### config.mk
export PLATFORM = sky130hd
export DESIGN_NAME = run_ctrl
export DESIGN_NICKNAME = d
export VERILOG_FILES = /design/src/rtl/run_ctrl.sv
export SDC_FILE = /design/constraint.sdc
export NUM_CORES = 1
export LEC_CHECK = 0
export BUFFER_PORTS_ARGS = -buffer_cell sky130_fd_sc_hd__buf_4
export CELL_PAD_IN_SITES_DETAIL_PLACEMENT = 1
export CELL_PAD_IN_SITES_GLOBAL_PLACEMENT = 2
export CORE_UTILIZATION = 22
export DETAILED_ROUTE_END_ITERATION = 8
export PLACE_DENSITY = 0.85
export SYNTH_ARGS = -nofsm -noshare
export SYNTH_HDL_FRONTEND = slang
export SYNTH_SLANG_ARGS = --single-unit
export TNS_END_PERCENT = 100
### constraint.sdc
create_clock -name i_clk -period 2.75 [get_ports i_clk]
set_input_delay 0.825 -clock i_clk [delete_from_list [all_inputs] [get_ports i_clk]]
set_output_delay 0.825 -clock i_clk [all_outputs]
set_load 0.005 [all_outputs]
### src/rtl/run_ctrl.sv
// run_ctrl: host-driven run / single-step / halt sequencer that freezes the fetch stage.
// Define RUN_CTRL_BREAKPOINT_EN to build the PC breakpoint register and comparator.
module run_ctrl #(
  parameter int PC_W  = 32,
  parameter int CNT_W = 32
) (
  input  logic             i_clk,
  input  logic             i_reset_n,
  input  logic             i_cmd_valid,
  input  logic [1:0]       i_cmd,
  output logic             o_cmd_ready,
  input  logic [PC_W-1:0]  i_pc,
  input  logic             i_stall,
  input  logic             i_halt_instr,
  input  logic             i_bp_we,
  input  logic [PC_W-1:0]  i_bp_addr,
  input  logic             i_bp_arm,
  output logic             o_halt,
  output logic [1:0]       o_state,
  output logic             o_step_done,
  output logic             o_bp_hit,
  output logic [CNT_W-1:0] o_cycle_count
);

  typedef enum logic [1:0] {
    S_IDLE = 2'b00,
    S_RUN  = 2'b01,
    S_STEP = 2'b10,
    S_DONE = 2'b11
  } state_t;

  localparam logic [1:0] CMD_RUN  = 2'b01;
  localparam logic [1:0] CMD_STEP = 2'b10;
  localparam logic [1:0] CMD_HALT = 2'b11;

  state_t           r_state;
  state_t           w_next_state;
  logic             r_step_done;
  logic             r_bp_hit;
  logic             w_step_done;
  logic             w_bp_hit;
  logic             w_bp_match;
  logic             w_cmd_acc;
  logic [CNT_W-1:0] r_cycle_count;

  assign o_cmd_ready = (r_state == S_IDLE) || (r_state == S_RUN);
  assign w_cmd_acc   = i_cmd_valid & o_cmd_ready;

`ifdef RUN_CTRL_BREAKPOINT_EN
  logic [PC_W-1:0] r_bp_addr;
  logic            r_bp_armed;

  always_ff @(posedge i_clk) begin
    if (!i_reset_n) begin
      r_bp_addr  <= '0;
      r_bp_armed <= 1'b0;
    end else if (i_bp_we) begin
      r_bp_addr  <= i_bp_addr;
      r_bp_armed <= i_bp_arm;
    end
  end

  // A stalled match is not a hit: the instruction at the address has not been fetched yet.
  assign w_bp_match = r_bp_armed && (i_pc == r_bp_addr) && !i_stall;
`else
  logic w_unused_bp;
  assign w_unused_bp = ^{i_bp_we, i_bp_addr, i_bp_arm, i_pc};
  assign w_bp_match  = 1'b0;
`endif

  always_ff @(posedge i_clk) begin
    if (!i_reset_n) begin
      r_state     <= S_IDLE;
      r_step_done <= 1'b0;
      r_bp_hit    <= 1'b0;
    end else begin
      r_state     <= w_next_state;
      r_step_done <= w_step_done;
      r_bp_hit    <= w_bp_hit;
    end
  end

  always_comb begin
    w_next_state = r_state;
    w_step_done  = 1'b0;
    w_bp_hit     = 1'b0;
    unique case (r_state)
      S_IDLE: begin
        if (w_cmd_acc && (i_cmd == CMD_RUN))
          w_next_state = S_RUN;
        else if (w_cmd_acc && (i_cmd == CMD_STEP))
          w_next_state = S_STEP;
      end
      // Retired HALT outranks the breakpoint, which outranks a host HALT.
      S_RUN: begin
        if (i_halt_instr) begin
          w_next_state = S_DONE;
        end else if (w_bp_match) begin
          w_next_state = S_IDLE;
          w_bp_hit     = 1'b1;
        end else if (w_cmd_acc && (i_cmd == CMD_HALT)) begin
          w_next_state = S_IDLE;
        end
      end
      S_STEP: begin
        if (!i_stall) begin
          w_next_state = i_halt_instr ? S_DONE : S_IDLE;
          w_step_done  = 1'b1;
        end
      end
      S_DONE: w_next_state = S_DONE;
      default: w_next_state = S_IDLE;
    endcase
  end

  always_ff @(posedge i_clk) begin
    if (!i_reset_n)
      r_cycle_count <= '0;
    else if ((r_state == S_RUN) || (r_state == S_STEP))
      r_cycle_count <= r_cycle_count + 1'b1;
  end

  assign o_halt        = (r_state == S_IDLE) || (r_state == S_DONE);
  assign o_state       = r_state;
  assign o_step_done   = r_step_done;
  assign o_bp_hit      = r_bp_hit;
  assign o_cycle_count = r_cycle_count;

endmodule
## Word-level counts from Yosys, hierarchy flattened

Index checks and enable logic that the tools add are counted.

- Flip-flop bits (word level): 35
- Output and inout port bits: 38
- Word-level logic and storage cells: 31

- Bitwise logic cells: 1
- Reduce and logical (&&, ||, !) cells: 9
- Multiplexer cells: 8
- Eq/ne operators: 9
- Add/sub/neg operators: 1

Operator list:

| kind | count |
|---|---|
| $add A32 B1 Y32 const B | 1 |
| $mux W2 | 6 |
| $eq A2 B2 Y1 const B | 4 |
| $pmux W2 S4 | 1 |
| $eq A2 B1 Y1 const B | 2 |
| $logic_and A1 B1 Y1 | 3 |
| $logic_or A1 B1 Y1 | 3 |
| $ne A3 B1 Y1 const B | 1 |
| $ne A3 B2 Y1 const B | 1 |
| $reduce_and A3 Y1 | 1 |
| $logic_not A2 Y1 | 1 |
| $ne A2 B2 Y1 const B | 1 |
| $reduce_and A2 Y1 | 1 |
| $and A1 B1 Y1 | 1 |
| $mux W1 | 1 |

## Longest topological paths before layout

- Word-level depth: 7
- Depth in mapped cells: 9
- Gate-level depth less buffers: 6

## Worst setup path after synthesis

No wires, ideal clock.

- Path kind: register -> register
- Start point: register r_state[0] (netlist: o_state[0])
- End point: register r_cycle_count[26] (netlist: o_cycle_count[26])
- Library setup time: 71 ps
- Setup slack: 461 ps
- Arrival time: 2218 ps
- Period minus slack after synthesis: 2289 ps
- Data required time: 2679 ps
- Cell stages (with the launch flop): 9
- Cells stage by stage: dfxtp_1 > inv_1 > ha_1 > buf_2 > nand3_1 > or4_4 > buf_6 > or4_1 > a21oi_1

- Cells in the longest elaborated chain, start to end: 2
- Elaborated cells on any way between the ends: 3

RTL lines:

| what | line | RTL |
|---|---|---|
| start, declared | 36 | `state_t r_state;` |
| start signal, assigned | 77 | `r_state <= w_next_state;` |
| $eq A2 B1 Y1 / $eq A2 B2 Y1 (equally long branches) | 119 | `else if ((r_state == S_RUN) \|\| (r_state == S_STEP))` |
| $logic_or A1 B1 Y1 (*) | 119 |  |
| end signal, assigned | 120 | `r_cycle_count <= r_cycle_count + 1'b1;` |
| end, declared | 44 | `logic [CNT_W-1:0] r_cycle_count;` |

Every way passes the cells marked *; elsewhere a longest branch is shown, timed or not.
A chain may end at the register's enable or synchronous reset.

## Final worst setup path

- Start point: register r_state[0] (netlist: o_state[0])
- End point: output o_halt

- Cells in the longest elaborated chain, start to end: 2
- Elaborated cells on any way between the ends: 3

RTL lines:

| what | line | RTL |
|---|---|---|
| $eq A2 B2 Y1 / $logic_not A2 Y1 (equally long branches) | 123 | `assign o_halt = (r_state == S_IDLE) \|\| (r_state == S_DONE);` |
| $logic_or A1 B1 Y1 (*) | 123 |  |
| end, declared | 18 | `output logic o_halt,` |

Marks and branches as above.

==> reports/qor.csv <==
metric,value,unit
seqPwrFrac,45.5,%
grt_max_degree,24,
switching_share,27.6,%
wire_per_inst,13.4,um
overflow,0,
ctsHtreeMaxLevel,2,
antenna_left,0,
cts_buffers,5,
fmax,412,MHz
post_cts_resize_count,0,
num_vias,1686,
synth_cell_types,34,
final_util,29.8,%
setup_viol,0,
cts_tree,done,
dr.pass1.iters,4,
skew,0.00527,ns
post-route-period-util,88.2,%
die_area,0.00863,mm2
yosys.area.top_type,dfxtp_1,
worst_setup_path_start_kind,flip-flop,
critPathKind,reg2out,
core,0.00785,mm2
intPower,0.879,mW
grt_pass1_vias,1641,
ys_ff_latch,35,
area_growth,28.6,%
post-route-min-period,2.43,ns
synth_warnings,0,
routed_wl,4.82,mm
routabilityCongestion,0.722,
leakage,0.835,nW
antenna_found_initial,0,
ir_worst_vdd,208,uV
synth_top_area_share,38.6,%
clk_pin_slew,0.07,ns
tns,0,ns
post-cts-setup-buffer-count,0,
cts_hold_buf,0,
die_w,92.9,um
worst_ep_arrival_time,1.60,ns
io-pin-count,111,
cts_buffer_depth,2,
tightestPinTransition,0.499,ns
die_h,92.9,um
p_sw,0.336,mW
cp.required,1.93,ns
combPwrFrac,20.1,%
synth_area_per_cell,8.45,um2
power_frac_clock,34.4,%
initial_core_util,23.2,%
hpwl,3.52,mm
final_cell_mix,"buf_4 (46), dfxtp_1 (35), nand2_1 (20)",
seq_area_frac_synth,38.6,%
cts_root_buffer,clkbuf_8,
powerDensity,520,mW/mm2
maxSlewViolCount,0,
fin_nets,336,
grt.total_usage,11.7,%
vias_per_cell,4.68,
drcViolationCount,0,
rows,32,
place.port_buffers,43,
synth_area,0.00182,mm2
clk_latency,0.29,ns
rsz0062_at_grt,no,
drtIter0Drc,46,
synth_fp_nets,294,
worst-path-max-fanout,9,
clock-sinks,35,
hold_viol,0,
drive_above_1_share,22.1,%
hp-class,reg2reg,
cp-end-kind,output pin,
synthCells,215,
layout_commonest_cell,buf_4,
relSlewSlack,66.4,%
grt_pass1_wl,7.98,mm
yosys-top-cells-area,"dfxtp_1 (39%), mux2i_1 (5.5%), xnor2_1 (4.3%)",
max-cap-violations,0,
status,completed,
antenna_cells,0,
==> cells by family (layout without fill, tap and decap cells) <==
group	Yosys count	after routing	synth area share, %
fa+ha+maj	6	6	4.13
xor+xnor	12	12	5.79
flops	35	35	38.6
other cells	1	1	0.206
mux	10	10	5.51
buf+inv	24	67	5.65
simple gates	97	97	30.1
compound gates	30	30	10.1
==> synthesized netlist by cell type (all sizes together) <==
| library cell | count |
|---|---|
| a211o | 1 |
| a21oi | 14 |
| a22o | 1 |
| and4 | 4 |
| and4b | 1 |
| buf | 3 |
| clkbuf | 8 |
| clkinv | 1 |
| conb | 1 |
| dfxtp | 35 |
| ha | 6 |
| inv | 12 |
| mux2i | 10 |
| nand2 | 20 |
| nand2b | 7 |
| nand3 | 10 |
| nand4 | 6 |
| nor2 | 14 |
| nor2b | 2 |
| nor3 | 4 |
| nor3b | 2 |
| nor4 | 10 |
| o211ai | 1 |
| o21ai | 4 |
| o31ai | 9 |
| or2 | 1 |
| or3 | 6 |
| or4 | 10 |
| xnor2 | 9 |
| xor2 | 3 |
==> routing by layer <==
| layer | vias to the layer above | wire length [um] | track usage [%] |
|---|---|---|---|
| met3 | 4 | 170 | 2.96 |
| met5 | - | 0 | 0 |
| li1 | 855 | - | - |
| met1 | 799 | 2320 | 14.9 |
| met4 | 0 | 57 | 4.23 |
| met2 | 28 | 2270 | 18.9 |
==> worst paths after layout <==
path	startpoint	endpoint	slack, ns	cells after the start
worst min register to register	o_cycle_count[31]	o_cycle_count[31]	0.48	2
worst max register to register	o_state[0]	o_cycle_count[31]	0.37	6
worst max-delay path	o_state[0]	o_halt	0.32	5
worst min-delay path	o_cycle_count[31]	o_cycle_count[31]	0.48	2
==> layout make-up <==
cell class	instances	area, um2
clock buffer	8	100
fill	956	5510
inverter	13	48.8
multi-input combinational	156	1010
sequential	35	701
tap	102	128
timing repair buffer	46	345
==> flip-flops by register name, indices dropped and copies added (netlist names) <==
signal,cells
o_cycle_count,32
o_state,2
o_step_done,1
==> worst max-delay path, stage by stage, from the launching register on <==
cell	delay (ns)
dfxtp_1	0.42
inv_1	0.11
ha_1	0.34
buf_4	0.19
inv_1	0.12
buf_4	0.13
==> through the flow <==
stage          setup WS [ns]  instance area, um2  power (mW)  std cells  hold slack [ns]
2_1_floorplan          0.461                1820       0.703        215            0.459
3_3_place_gp           0.416                2240       0.806        352            0.460
3_5_place_dp           0.382                2240       0.810        352            0.474
4_1_cts                0.305                2340        1.24        360            0.485
5_1_grt                0.223                2340        1.28        360            0.523
6_report               0.324                2340        1.21        360            0.479
==> power groups by stage <==
stage          Combinational [mW]  Clock [mW]  Sequential (mW)
2_1_floorplan               0.143           0            0.560
3_3_place_gp                0.242           0            0.564
3_5_place_dp                0.246           0            0.564
4_1_cts                     0.248       0.437            0.553
5_1_grt                     0.270       0.453            0.556
6_report                    0.245       0.417            0.552
Power figures use the tool's default switching activity.
